===== src/rtl/vga_fml_linefetch.sv =====
// Double-buffered scan-line fetcher: reads the next line from FML memory in 4-word
// bursts during horizontal blanking and serves the displayed line to the CRTC.
module vga_fml_linefetch (
  input  logic        clk,
  input  logic        rst,
  input  logic        enable_crtc,
  input  logic [9:0]  h_count,
  input  logic [9:0]  v_count,
  input  logic        video_on_h_i,
  input  logic        video_on_v,
  input  logic        horiz_sync_i,
  input  logic        vert_sync,
  input  logic [9:0]  vert_total,
  input  logic [9:0]  end_vert,
  input  logic [16:0] start_addr,
  input  logic [7:0]  offset,
  input  logic [4:0]  bursts_per_line,
  output logic [19:0] fml_adr,
  output logic        fml_stb,
  output logic        fml_we,
  input  logic        fml_ack,
  input  logic [15:0] fml_di,
  output logic [15:0] pix_word,
  output logic        video_on,
  output logic        horiz_sync,
  output logic        vert_sync_o,
  output logic        underrun
);

  typedef enum logic [1:0] {IDLE, REQ, BEAT} state_t;

  state_t      state;
  logic [15:0] lbuf [0:255];  // {bank, word}
  logic        prev_von_h;
  logic        front_sel;
  logic        fill_bank;
  logic [16:0] adr;
  logic [16:0] ptr;
  logic [6:0]  wcnt;
  logic [1:0]  beat;
  logic [4:0]  bursts_left;

  logic        trigger, swap, fetch_start, beat_wr;
  logic [9:0]  last_line, nv;
  logic [16:0] fa;
  logic        unused_h;

  assign unused_h    = ^h_count[2:0];
  assign fml_we      = 1'b0;
  assign fml_adr     = {adr, 3'b000};

  assign trigger     = enable_crtc & prev_von_h & ~video_on_h_i;
  assign swap        = enable_crtc & ~prev_von_h & video_on_h_i;
  assign last_line   = 10'(vert_total + 10'd1);
  assign nv          = (v_count == last_line) ? 10'd0 : 10'(v_count + 10'd1);
  assign fetch_start = trigger && (nv <= end_vert) && (bursts_per_line != 5'd0) && (state == IDLE);
  assign fa          = (nv == 10'd0) ? start_addr : ptr;
  assign beat_wr     = ((state == REQ) && fml_ack) || (state == BEAT);

  // Display side: advances only on pixel-rate cycles so outputs stay aligned.
  always_ff @(posedge clk or posedge rst) begin
    if (rst) begin
      prev_von_h  <= 1'b0;
      front_sel   <= 1'b0;
      underrun    <= 1'b0;
      pix_word    <= '0;
      video_on    <= 1'b0;
      horiz_sync  <= 1'b1;
      vert_sync_o <= 1'b1;
    end else if (enable_crtc) begin
      prev_von_h  <= video_on_h_i;
      pix_word    <= lbuf[{front_sel, h_count[9:3]}];
      video_on    <= video_on_h_i & video_on_v;
      horiz_sync  <= horiz_sync_i;
      vert_sync_o <= vert_sync;
      if (swap) begin
        front_sel <= ~front_sel;
        if (state != IDLE) underrun <= 1'b1;
      end
    end
  end

  // Fetch side runs at full clock rate; fill_bank is latched so a late fetch
  // still lands in the bank it started on.
  always_ff @(posedge clk or posedge rst) begin
    if (rst) begin
      state       <= IDLE;
      fml_stb     <= 1'b0;
      adr         <= '0;
      ptr         <= '0;
      wcnt        <= '0;
      beat        <= '0;
      bursts_left <= '0;
      fill_bank   <= 1'b1;
    end else begin
      case (state)
        IDLE: if (fetch_start) begin
          state       <= REQ;
          fml_stb     <= 1'b1;
          adr         <= fa;
          ptr         <= fa + 17'(offset);
          wcnt        <= '0;
          bursts_left <= bursts_per_line;
          fill_bank   <= ~front_sel;
        end
        REQ: if (fml_ack) begin
          state   <= BEAT;
          fml_stb <= 1'b0;
          beat    <= 2'd1;
          wcnt    <= wcnt + 7'd1;
        end
        BEAT: begin
          wcnt <= wcnt + 7'd1;
          if (beat == 2'd3) begin
            bursts_left <= bursts_left - 5'd1;
            if (bursts_left > 5'd1) begin
              state   <= REQ;
              fml_stb <= 1'b1;
              adr     <= adr + 17'd1;
            end else begin
              state <= IDLE;
            end
          end else begin
            beat <= beat + 2'd1;
          end
        end
        default: state <= IDLE;
      endcase
    end
  end

  always_ff @(posedge clk) begin
    if (beat_wr) lbuf[{fill_bank, wcnt}] <= fml_di;
  end

endmodule


===== config.mk =====
export PLATFORM = sky130hd
export DESIGN_NAME = vga_fml_linefetch
export DESIGN_NICKNAME = d
export VERILOG_FILES = /design/src/rtl/vga_fml_linefetch.sv
export SDC_FILE = /design/constraint.sdc
export NUM_CORES = 2
export LEC_CHECK = 0
export ABC_AREA = 0
export ABC_CLOCK_PERIOD_IN_PS = 3750
export CELL_PAD_IN_SITES_DETAIL_PLACEMENT = 0
export CELL_PAD_IN_SITES_GLOBAL_PLACEMENT = 1
export CORE_MARGIN = 2
export CORE_UTILIZATION = 56
export DETAILED_ROUTE_END_ITERATION = 6
export PLACE_DENSITY_LB_ADDON = 0.1
export SYNTH_ARGS = -nofsm -noshare
export SYNTH_HDL_FRONTEND = slang
export SYNTH_SLANG_ARGS = --single-unit

===== constraint.sdc =====
create_clock -name clk -period 3.75 [get_ports clk]
set_input_delay 0.9375 -clock clk [delete_from_list [all_inputs] [get_ports clk]]
set_output_delay 0.9375 -clock clk [all_outputs]
set_load 0.02 [all_outputs]

==> flow_metrics.tcl <==
set metrics [dict create \
    critPathCaptureType "register" \
    synthCells 6939 \
    leakagePower_nw 60.5 \
    std_cell_rows 197 \
    fin_ws_ns -0.311 \
    ant_nets 0 \
    hold_viol_final 0 \
    p_clk_share_pct 39.7 \
    required_ns 4.56 \
    yosys_register_bits 4170 \
    synth-seq-area-share_pct 77.3 \
    dr.pass1.iters 5 \
    ir_worst_vdd_v 0.000377 \
    die-area_um2 293000 \
    initial_core_util_pct 56.2 \
    postCtsHoldBufs 0 \
    synthAdderAreaFrac_pct 0.276 \
    swShare_pct 22.5 \
    synth_edf_count 4096 \
    critPathKind "primary input to register" \
    area_growth_pct 17.1 \
    crit_chain "buf_8 > ha_4 > xnor2_4 > xnor2_2 > a2111oi_2 > o2111a_2 > a32oi_4 > buf_12 > buf_8 > mux2_4 > fa_2 > a21o_1 > a21oi_2 > o21bai_1 > a2111o_1 > and2_4 > a41o_1 > a21o_1 > a211o_1" \
    synth_top_family_by_area "multiplexers" \
    nets 8118 \
    grt_antenna_before_repair 8 \
    power.share.combinational_pct 8.7 \
    vias 77900 \
    clk_transition_reported_paths_ns 0.06 \
    clock.fmax_mhz 246 \
    maxSlewViolCount 0 \
    insertion_delay_ns 0.96 \
    synthDistinctLibCells 70 \
    synthMuxAreaShare_pct 18.0 \
    grt_max_degree 129 \
    maxSlewHeadroom_pct 17.4 \
    synth_ff_type "edfxtp_1" \
    post-route-period-util_pct 108 \
    wl_per_cell_um 33.1 \
    cts_inserted_buffers 415 \
    critical_path.max_stage_delay_ns 0.43 \
    placed_area_um2 175000 \
    skew_ns 0.0431 \
    async_flop_share_pct 1.77 \
    slowest_stage "a2111o_1" \
    ys_warn_count 0 \
    critPathLaunch "vert_total[0]" \
    yosys.area_share.simple_pct 1.55 \
    die_y_um 541 \
    port-buffer-count 128 \
    rsz0062_at_grt "yes" \
    synth_top_area_share_pct 76.1 \
    clock_sinks 4170 \
    die_w_um 541 \
    r2r_start "ptr[0]" \
    grt_pass1_vias 78400 \
    max_cap_violations 0 \
    start_kind "primary input" \
    worstMarginPinSlew_ns 1.24 \
    synth_top_area_cell "edfxtp_1" \
    grt_pass1_wl_mm 574 \
    power_frac_seq_pct 51.6 \
    cts_tree "built" \
    design_area_um2 189000 \
    synth_area_leaders "edfxtp_1, mux4_2, dfrtp_1" \
    cts_buffer_depth 4 \
    totalWireLength_mm 400 \
    p_int_mw 78.4 \
    gp_congestion 0.862 \
    synth-xor-area-share_pct 0.146 \
    power_density_nw_per_um2 535 \
    min_path_type "primary input to register" \
    finalCriticalPeriod_ns 4.06 \
    h-tree-depth 5 \
    worstPathArrival_ns 4.87 \
    num_io_pins 136 \
    core_area_um2 287000 \
    setup-violations-final 15 \
    grt_overflow_total 0 \
    cts_root_buf "clkbuf_16" \
    synth_area_um2 162000 \
    fin_tns_setup_ns -2.07 \
    dp_hpwl_mm 245 \
    path_max_fanout 3 \
    violations "setup timing" \
    hold_start "enable_crtc" \
    grt.total_usage_pct 27.5 \
    drc 0 \
    outcome "finished with violations" \
    avgSynthCellArea_um2 23.3 \
    drt-vias-per-instance 6.43 \
    drive_gt1_share_pct 35.9 \
    synth_compound_area_share_pct 1.58 \
    first_iter_violations 9809 \
    p_sw_mw 22.8 \
]
## worst paths after layout
kind,to,slack [ns],depth (start not counted)
worst min-delay path,prev_von_h,0.42,2
max in group asynchronous,horiz_sync,2.57,3
min in group asynchronous,bursts_left[4],0.43,2
worst min register to register,ptr[5],0.49,2
worst max-delay path,ptr[10],-0.31,19
worst max register to register,ptr[10],0.76,11
## layer usage
layer | global-route usage, % | up-vias | share of wire [%]
li1 | - | 31800 | -
met3 | 4.15 | 515 | 8.2
met2 | 43.2 | 3484 | 48
met4 | 7.20 | 6 | 2.7
met1 | 41.2 | 42100 | 41
met5 | 0 | - | 0.0095
## cells by family (layout without fill, tap and decap cells)
| group | Yosys count | count (layout) |
|---|---|---|
| other cells | 1 | 6 |
| flops | 4170 | 4170 |
| fa+ha+maj | 35 | 35 |
| compound gates | 386 | 386 |
| xor+xnor | 27 | 27 |
| simple gates | 579 | 579 |
| mux | 1308 | 1308 |
| buf+inv | 433 | 1822 |
## sequential cells by signal, indices dropped and copies added (netlist names)
register     flops
adr             17
beat             2
bursts_left      5
fill_bank        1
fml_stb          1
front_sel        1
horiz_sync       1
lbuf          4096
pix_word        16
prev_von_h       1
ptr             17
state            2
underrun         1
vert_sync_o      1
video_on         1
wcnt             7
## critical path, delay by kind of cell
kind,cells,cell delay [ns]
adders and majority gates,2,0.56
muxes,1,0.31
and+or+nand+nor,1,0.19
xor gates and xnor gates,2,0.28
buffers and inverters,3,0.40
AOI/OAI and AO/OA,10,2.17
## per-stage QoR
stage	instances	worst slack [ns]	hold WS, ns	util [%]	power, mW
2_1_floorplan	6942	-1.10	0.439	-	57.2
3_3_place_gp	11300	-1.73	0.467	61.0	61.4
3_5_place_dp	11300	-1.84	0.462	61.0	61.5
4_1_cts	12100	-0.338	0.352	65.6	101
5_1_grt	12100	-0.513	0.423	65.8	104
6_report	12100	-0.311	0.420	65.8	101
## layout by cell type, fill, tap and decap left out, types with 9 or more instances in the layout
cell             netlist  final
o21ai_1                0     14
mux4_2              1280   1280
clkdlybuf4s50_1        0     86
a211oi_1              21     19
buf_4                 10    691
inv_1                 38     37
bufinv_16              0     33
clkbuf_1             225     86
xnor2_1               16      9
edfxtp_1            4096   4096
a21oi_1              102     75
buf_6                  5     20
clkbuf_8               0     11
nand4_1               11     11
a22oi_1              130    130
dfrtp_1               71     71
buf_8                  0     13
nor2b_1               18     16
nor2_2                 0     59
clkinv_2               0     90
nand2_1              115    104
ha_1                  34     28
clkinv_1               0     92
clkbuf_16              0    425
buf_12                 0    191
a21oi_2                0     25
nor2_1               316    256
o21ai_0               56     36
inv_6                  0     11
xor2_1                11     10
nand3_1               57     48
mux2i_1               13     12
clkinvlp_4             0     11
mux2_2                15     11
## repair_timing
action	4_1_cts	5_1_grt
endpoints found under the hold margin	0	0
endpoints found under the setup margin	50	50
gates cloned	0	2
gates resized for setup	107	111
setup buffers	12	9
pin swaps	32	29
## synth_stat cells, types with 13 or more instances
cell type and count:
a211oi_1 21, a21oi_1 102, a22oi_1 130, buf_1 47
buf_2 108, clkbuf_1 225, dfrtp_1 71, edfxtp_1 4096
ha_1 34, inv_1 38, mux2_2 15, mux2i_1 13
mux4_2 1280, nand2_1 115, nand3_1 57, nor2_1 316
nor2b_1 18, o21ai_0 56, xnor2_1 16
## power by group through the flow
stage          Combinational [mW]  Sequential [mW]  Clock, mW
3_5_place_dp                 8.40             53.1          0
3_3_place_gp                 8.25             53.1          0
4_1_cts                      8.48             52.1       40.8
5_1_grt                      9.32             52.2       42.6
6_report                     8.82             52.2       40.2
2_1_floorplan                4.08             53.1          0
## cell type report
class	instances	area (µm²)
Antenna cell	2	5.00
Sequential cell	4170	125000
Clock buffer	511	10900
Multi-Input combinational cell	2339	35700
Fill cell	18500	98200
Tap cell	3781	4730
Inverter	38	145
Clock inverter	248	2160
Timing Repair Buffer	1025	10600
(Power assumes the default switching activity.)
